File: src/rtl/arashi_thread_drain.sv
// -----------------------------------------------------------------------------
// arashi_thread_drain
//
// Read-side controller for a 3-entry thread cache. The cache has no
// empty/full flags and a 1-cycle read latency. This block keeps a mirror of
// the cache occupancy by snooping the producer's write strobe, and it issues
// cache reads only when the cache holds data. The registered cache output is
// turned into a valid/ready stream through a 2-entry skid buffer.
//
// Ports
//   clk          : single clock, rising edge
//   rst          : synchronous active-high reset
//   cache_w_ena  : snoop of the producer's write strobe into the cache
//   cache_full   : mirror count == 3; producer must hold off writes
//   cache_r_ena  : read strobe to the cache (registered state + m_ready)
//   cache_data   : cache data_out, valid the cycle after cache_r_ena
//   m_valid      : output word valid
//   m_ready      : downstream accepts m_data when m_valid && m_ready
//   m_data       : output word, head of the skid buffer
//   wr_drop_err  : sticky, a write was seen while the cache was full
// -----------------------------------------------------------------------------
module arashi_thread_drain #(
    parameter int DATA_WIDTH = 32,
    parameter int OBUF_DEPTH = 2
) (
    input  logic                  clk,
    input  logic                  rst,
    input  logic                  cache_w_ena,
    output logic                  cache_full,
    output logic                  cache_r_ena,
    input  logic [DATA_WIDTH-1:0] cache_data,
    output logic                  m_valid,
    input  logic                  m_ready,
    output logic [DATA_WIDTH-1:0] m_data,
    output logic                  wr_drop_err
);

    localparam logic [2:0] OB_DEPTH_C = 3'(OBUF_DEPTH);

    logic [1:0]            cnt_q;
    logic [1:0]            cnt_d;
    logic                  rd_pend_q;
    logic [DATA_WIDTH-1:0] obuf_q [2];
    logic [DATA_WIDTH-1:0] obuf_d [2];
    logic [1:0]            ob_cnt_q;
    logic [1:0]            ob_cnt_d;
    logic                  err_q;
    logic                  err_d;

    logic                  w_acc_s;
    logic                  pop_s;
    logic                  r_ena_s;
    logic [2:0]            occ_s;
    logic [1:0]            ob_after_pop_s;

    // Outputs are decodes of registered state, except the read strobe which
    // must see this cycle's pop to sustain one word per cycle.
    assign m_valid     = (ob_cnt_q != 2'd0);
    assign m_data      = obuf_q[0];
    assign cache_full  = (cnt_q == 2'd3);
    assign wr_drop_err = err_q;
    assign cache_r_ena = r_ena_s;

    // Read issue decision and occupancy mirror update.
    always_comb begin
        w_acc_s = 1'b0;
        pop_s   = 1'b0;
        occ_s   = 3'd0;
        r_ena_s = 1'b0;
        cnt_d   = cnt_q;
        err_d   = err_q;

        // The cache refuses a write at backlog 3 regardless of a same-cycle read.
        w_acc_s = cache_w_ena && (cnt_q != 2'd3);
        pop_s   = m_valid && m_ready;

        // Skid slots already claimed: buffered words plus the read in flight.
        // A slot is free when claimed < depth + pop.
        occ_s   = {1'b0, ob_cnt_q} + {2'b00, rd_pend_q};
        r_ena_s = (cnt_q != 2'd0) && (occ_s < (OB_DEPTH_C + {2'b00, pop_s}));

        case ({w_acc_s, r_ena_s})
            2'b10:   cnt_d = cnt_q + 2'd1;
            2'b01:   cnt_d = cnt_q - 2'd1;
            default: cnt_d = cnt_q;
        endcase

        err_d = err_q | (cache_w_ena && (cnt_q == 2'd3));
    end

    // Skid buffer: shift on pop first, then land the returning read at the tail.
    always_comb begin
        obuf_d         = obuf_q;
        ob_after_pop_s = ob_cnt_q;
        ob_cnt_d       = ob_cnt_q;

        if (pop_s) begin
            obuf_d[0]      = obuf_q[1];
            ob_after_pop_s = ob_cnt_q - 2'd1;
        end else begin
            ob_after_pop_s = ob_cnt_q;
        end

        if (rd_pend_q) begin
            case (ob_after_pop_s)
                2'd0:    obuf_d[0] = cache_data;
                2'd1:    obuf_d[1] = cache_data;
                default: obuf_d[1] = cache_data;
            endcase
            ob_cnt_d = ob_after_pop_s + 2'd1;
        end else begin
            ob_cnt_d = ob_after_pop_s;
        end
    end

    // State registers with synchronous reset; reset discards any read in flight.
    always_ff @(posedge clk) begin
        if (rst) begin
            cnt_q     <= 2'd0;
            rd_pend_q <= 1'b0;
            ob_cnt_q  <= 2'd0;
            obuf_q[0] <= '0;
            obuf_q[1] <= '0;
            err_q     <= 1'b0;
        end else begin
            cnt_q     <= cnt_d;
            rd_pend_q <= r_ena_s;
            ob_cnt_q  <= ob_cnt_d;
            obuf_q[0] <= obuf_d[0];
            obuf_q[1] <= obuf_d[1];
            err_q     <= err_d;
        end
    end

endmodule

File: config.mk
export PLATFORM = sky130hd
export DESIGN_NAME = arashi_thread_drain
export DESIGN_NICKNAME = d
export VERILOG_FILES = /design/src/rtl/arashi_thread_drain.sv
export SDC_FILE = /design/constraint.sdc
export NUM_CORES = 1
export LEC_CHECK = 0
export CORE_ASPECT_RATIO = 1.4
export CORE_MARGIN = 1.5
export CORE_UTILIZATION = 25
export DETAILED_ROUTE_END_ITERATION = 10
export RECOVER_POWER = 50
export SETUP_SLACK_MARGIN = 0.1
export SLEW_MARGIN = 25
export SYNTH_ARGS = -nofsm -noshare
export SYNTH_HDL_FRONTEND = slang
export SYNTH_SLANG_ARGS = --single-unit
File: constraint.sdc
create_clock -name clk -period 2.8 [get_ports clk]
set_clock_uncertainty 0.1 [all_clocks]
set_input_delay 0.56 -clock clk [delete_from_list [all_inputs] [get_ports clk]]
set_output_delay 0.56 -clock clk [all_outputs]
set_load 0.05 [all_outputs]
==> metrics.cfg <==
[outcome]
status = finished, violations left
violations = capacitance limit, slew limit

[synth]
synthesized_instance_count = 355
syn_area_per_cell_um2 = 8.94
yosysSeqAreaShare = 0.441
mappedNetlistNets = 396
ys.warnings.count = 0
netlist_area_um2 = 3170
ys_seq_elements = 70
synth_cell_types = 28

[pwr]
p_clk_frac = 0.241
power_report.internal_total_mw = 2.76
leakage_power_of_the_design_nw = 1.70
p_per_area_nw_per_um2 = 1170
seqPwrFrac = 0.302
ir_worst_vdd_v = 0.000338
switching_power_total_mw = 1.96
power.combinational.fraction = 0.457
switching_share = 0.416

[route]
drc_errors = 0
via_count = 2454
drt-total-wl_mm = 7.02
wire_length_per_cell_um = 12.9
drt-initial-drc-count = 56
ant_nets = 0
avgViaCountPerCell = 4.52
drt-pass1-iter-count = 4

[grt]
grt_pass1_vias = 2302
largest_net_degree_at_the_start_of_global_routing = 53
track_usage = 0.107
grt_pass1_wl_mm = 11.2
globalRoute.totalOverflow = 0
number_of_antenna_violations_at_the_first_check_in_global_routing = 0

[sta]
timing.final.max_slew_violations = 33
final-setup-viol-count = 0
achievable-frequency_mhz = 406
max_slew.worst_pin.slew_ns = 1.71
setup_repair_after_global_routing_missed_its_margin = no
hold_viol_final = 0
layout_worst_path_cycle_share = 0.879
min_period_ns = 2.46
setup_total_negative_slack_ns = 0
worst_slew_margin_rel = -0.143
worst_hold_slack_ns = 0.353

[cells_and_area]
fill_cells = 1303
design.final.nets = 429
final_common_cell = sky130_fd_sc_hd__dfxtp_1
layout.cells.most_common_list = 70 x sky130_fd_sc_hd__dfxtp_1, 66 x sky130_fd_sc_hd__nand2_1, 38 x sky130_fd_sc_hd__clkdlybuf4s50_1, 37 x sky130_fd_sc_hd__nor2_1, 35 x sky130_fd_sc_hd__a21oi_1
area_growth_from_synthesis_to_final_layout_pct = 27.7
drive_gt1_frac = 0.0763
antenna_cells_inserted = 0

[setup_path]
worstPathMaxFanout = 4
timing.critical_path.arrival_ns = 1.80
regToRegSetupSlack_ns = 0.42
end_kind = output port
setup.worst_path.class = register to output port
cp.required_ns = 2.14
start_kind = register

[clock_tree]
tritoncts = built
cts_resized = 0
htreeDepth = 3
maximum_number_of_buffers_from_clock_root_to_sink = 2
cts_sinks = 70
tritoncts.num_buffers = 9
clock_transition_at_path_regs_ns = 0.06
cts-root-buf = sky130_fd_sc_hd__clkbuf_16
cts.repair_timing.setup_buffer_count = 0
insertion_delay_ns = 0.33
hold_buffers = 0

[die]
fp.dieArea_um2 = 13400
placementRows = 48
initial_cell_density_of_the_core = 0.257
die_x_um = 98.2
die_h_um = 136
design.portCount = 72
core_area_um2 = 12400

[placed_design]
routabilityCongestion = 0.720
buffer_ports.inserted = 71
place_hpwl_mm = 4.64

[run]
cap_viol_max_count = 1

[worst_hold_path]
hold_path.class = register to register

-- cells in the mapped netlist --
| master | number | area [µm²] |
|---|---|---|
| sky130_fd_sc_hd__or3_1 | 2 | 12.5 |
| sky130_fd_sc_hd__nand2_2 | 1 | 6.26 |
| sky130_fd_sc_hd__buf_2 | 7 | 35.0 |
| sky130_fd_sc_hd__nor2b_1 | 2 | 12.5 |
| sky130_fd_sc_hd__a21oi_1 | 35 | 175 |
| sky130_fd_sc_hd__o21ai_0 | 1 | 5.00 |
| sky130_fd_sc_hd__and2_1 | 1 | 6.26 |
| sky130_fd_sc_hd__inv_1 | 3 | 11.3 |
| sky130_fd_sc_hd__nand2_1 | 65 | 244 |
| sky130_fd_sc_hd__xnor2_1 | 2 | 17.5 |
| sky130_fd_sc_hd__a31oi_1 | 1 | 6.26 |
| sky130_fd_sc_hd__buf_1 | 1 | 3.75 |
| sky130_fd_sc_hd__nand3b_1 | 1 | 7.51 |
| sky130_fd_sc_hd__nor2_1 | 37 | 139 |
| sky130_fd_sc_hd__mux2i_1 | 32 | 320 |
| sky130_fd_sc_hd__dfxtp_1 | 70 | 1400 |
| sky130_fd_sc_hd__clkbuf_1 | 10 | 37.5 |
| sky130_fd_sc_hd__nand2b_1 | 2 | 12.5 |
| sky130_fd_sc_hd__buf_4 | 35 | 263 |
| sky130_fd_sc_hd__xor2_1 | 1 | 8.76 |
| sky130_fd_sc_hd__nor4_4 | 1 | 21.3 |
| sky130_fd_sc_hd__buf_12 | 4 | 80.1 |
| sky130_fd_sc_hd__nand2b_4 | 1 | 13.8 |
| sky130_fd_sc_hd__a211oi_1 | 32 | 240 |
| sky130_fd_sc_hd__ha_1 | 5 | 62.6 |
| sky130_fd_sc_hd__o21a_4 | 1 | 15.0 |
| sky130_fd_sc_hd__nor3_1 | 1 | 5.00 |
| sky130_fd_sc_hd__mux2_2 | 1 | 11.3 |
-- cell families (layout without fill, tap and decap cells) --
kind of cell             count (synthesis)  in the layout  share of synthesized area
AND/OR/NAND/NOR                        114            114                      0.151
multiplexers                            33             33                      0.104
flip-flops                              70             70                      0.441
adder cells (fa/ha/maj)                  5              5                     0.0197
buffers and inverters                   60             98                      0.136
XOR/XNOR                                 3              3                    0.00828
AO/OA/AOI/OAI                           70             70                      0.139
-- state kept, by name (all words and copies together), names as in the netlist --
name	flops
ob_cnt_q	2
rd_pend_q	1
wr_drop_err	1
m_data	32
cnt_q	2
obuf_q	32
-- power groups by stage --
stage / Clock [mW] / Combinational (mW) / Sequential (mW)
final: 1.14 / 2.16 / 1.43
after global routing: 1.23 / 2.31 / 1.47
after CTS: 1.19 / 2.28 / 1.44
after detailed placement: 0 / 2.27 / 1.46
after global placement: 0 / 2.24 / 1.45
after floorplan: 0 / 1.90 / 1.41
-- metal layers --
| metal | wire, µm | share of wire | track usage | vias up |
|---|---|---|---|---|
| li1 | - | - | - | 1232 |
| met1 | 3190 | 0.45 | 0.124 | 1165 |
| met2 | 3440 | 0.49 | 0.182 | 50 |
| met3 | 289 | 0.041 | 0.0350 | 7 |
| met4 | 94 | 0.013 | 0.0423 | 0 |
| met5 | 0 | 0 | 0 | - |
-- area by class of cell --
type / count / area [µm²] / area share
sequential: 70 / 1400 / 0.346
tap: 150 / 188 / 0.0463
multi-input combinational: 225 / 1360 / 0.335
clock buffer: 10 / 239 / 0.0589
inverter: 3 / 11.3 / 0.00278
timing repair buffer: 79 / 796 / 0.196
clock inverter: 6 / 61.3 / 0.0151
-- critical path, cell delays in order, from the launching register on --
cell	delay [ns]
sky130_fd_sc_hd__dfxtp_1	0.39
sky130_fd_sc_hd__inv_1	0.06
sky130_fd_sc_hd__ha_1	0.19
sky130_fd_sc_hd__inv_1	0.05
sky130_fd_sc_hd__clkdlybuf4s50_1	0.79
-- per-stage QoR --
| stage | cells | instance area [µm²] | util | total power, mW | setup WS, ns |
|---|---|---|---|---|---|
| after CTS | 543 | 4080 | 0.329 | 4.91 | 0.315 |
| after global routing | 543 | 4060 | 0.328 | 5.01 | 0.145 |
| after floorplan | 355 | 3190 | - | 3.31 | 0.122 |
| final | 543 | 4060 | 0.328 | 4.72 | 0.338 |
| after detailed placement | 527 | 3770 | 0.305 | 3.73 | 0.213 |
| after global placement | 527 | 3770 | 0.305 | 3.69 | 0.238 |
-- final timing paths --
check | from | end | cells after the start
max reg2reg | ob_cnt_q[1]$_SDFF_PP0_ | m_data[3]$_SDFF_PP0_ | 9
max | ob_cnt_q[1]$_SDFF_PP0_ | m_valid | 4
min reg2reg | obuf_q[6]$_SDFFE_PP0P_ | obuf_q[6]$_SDFFE_PP0P_ | 2
min | obuf_q[6]$_SDFFE_PP0P_ | obuf_q[6]$_SDFFE_PP0P_ | 2
No activity file was read; power rests on OpenSTA's default activity.
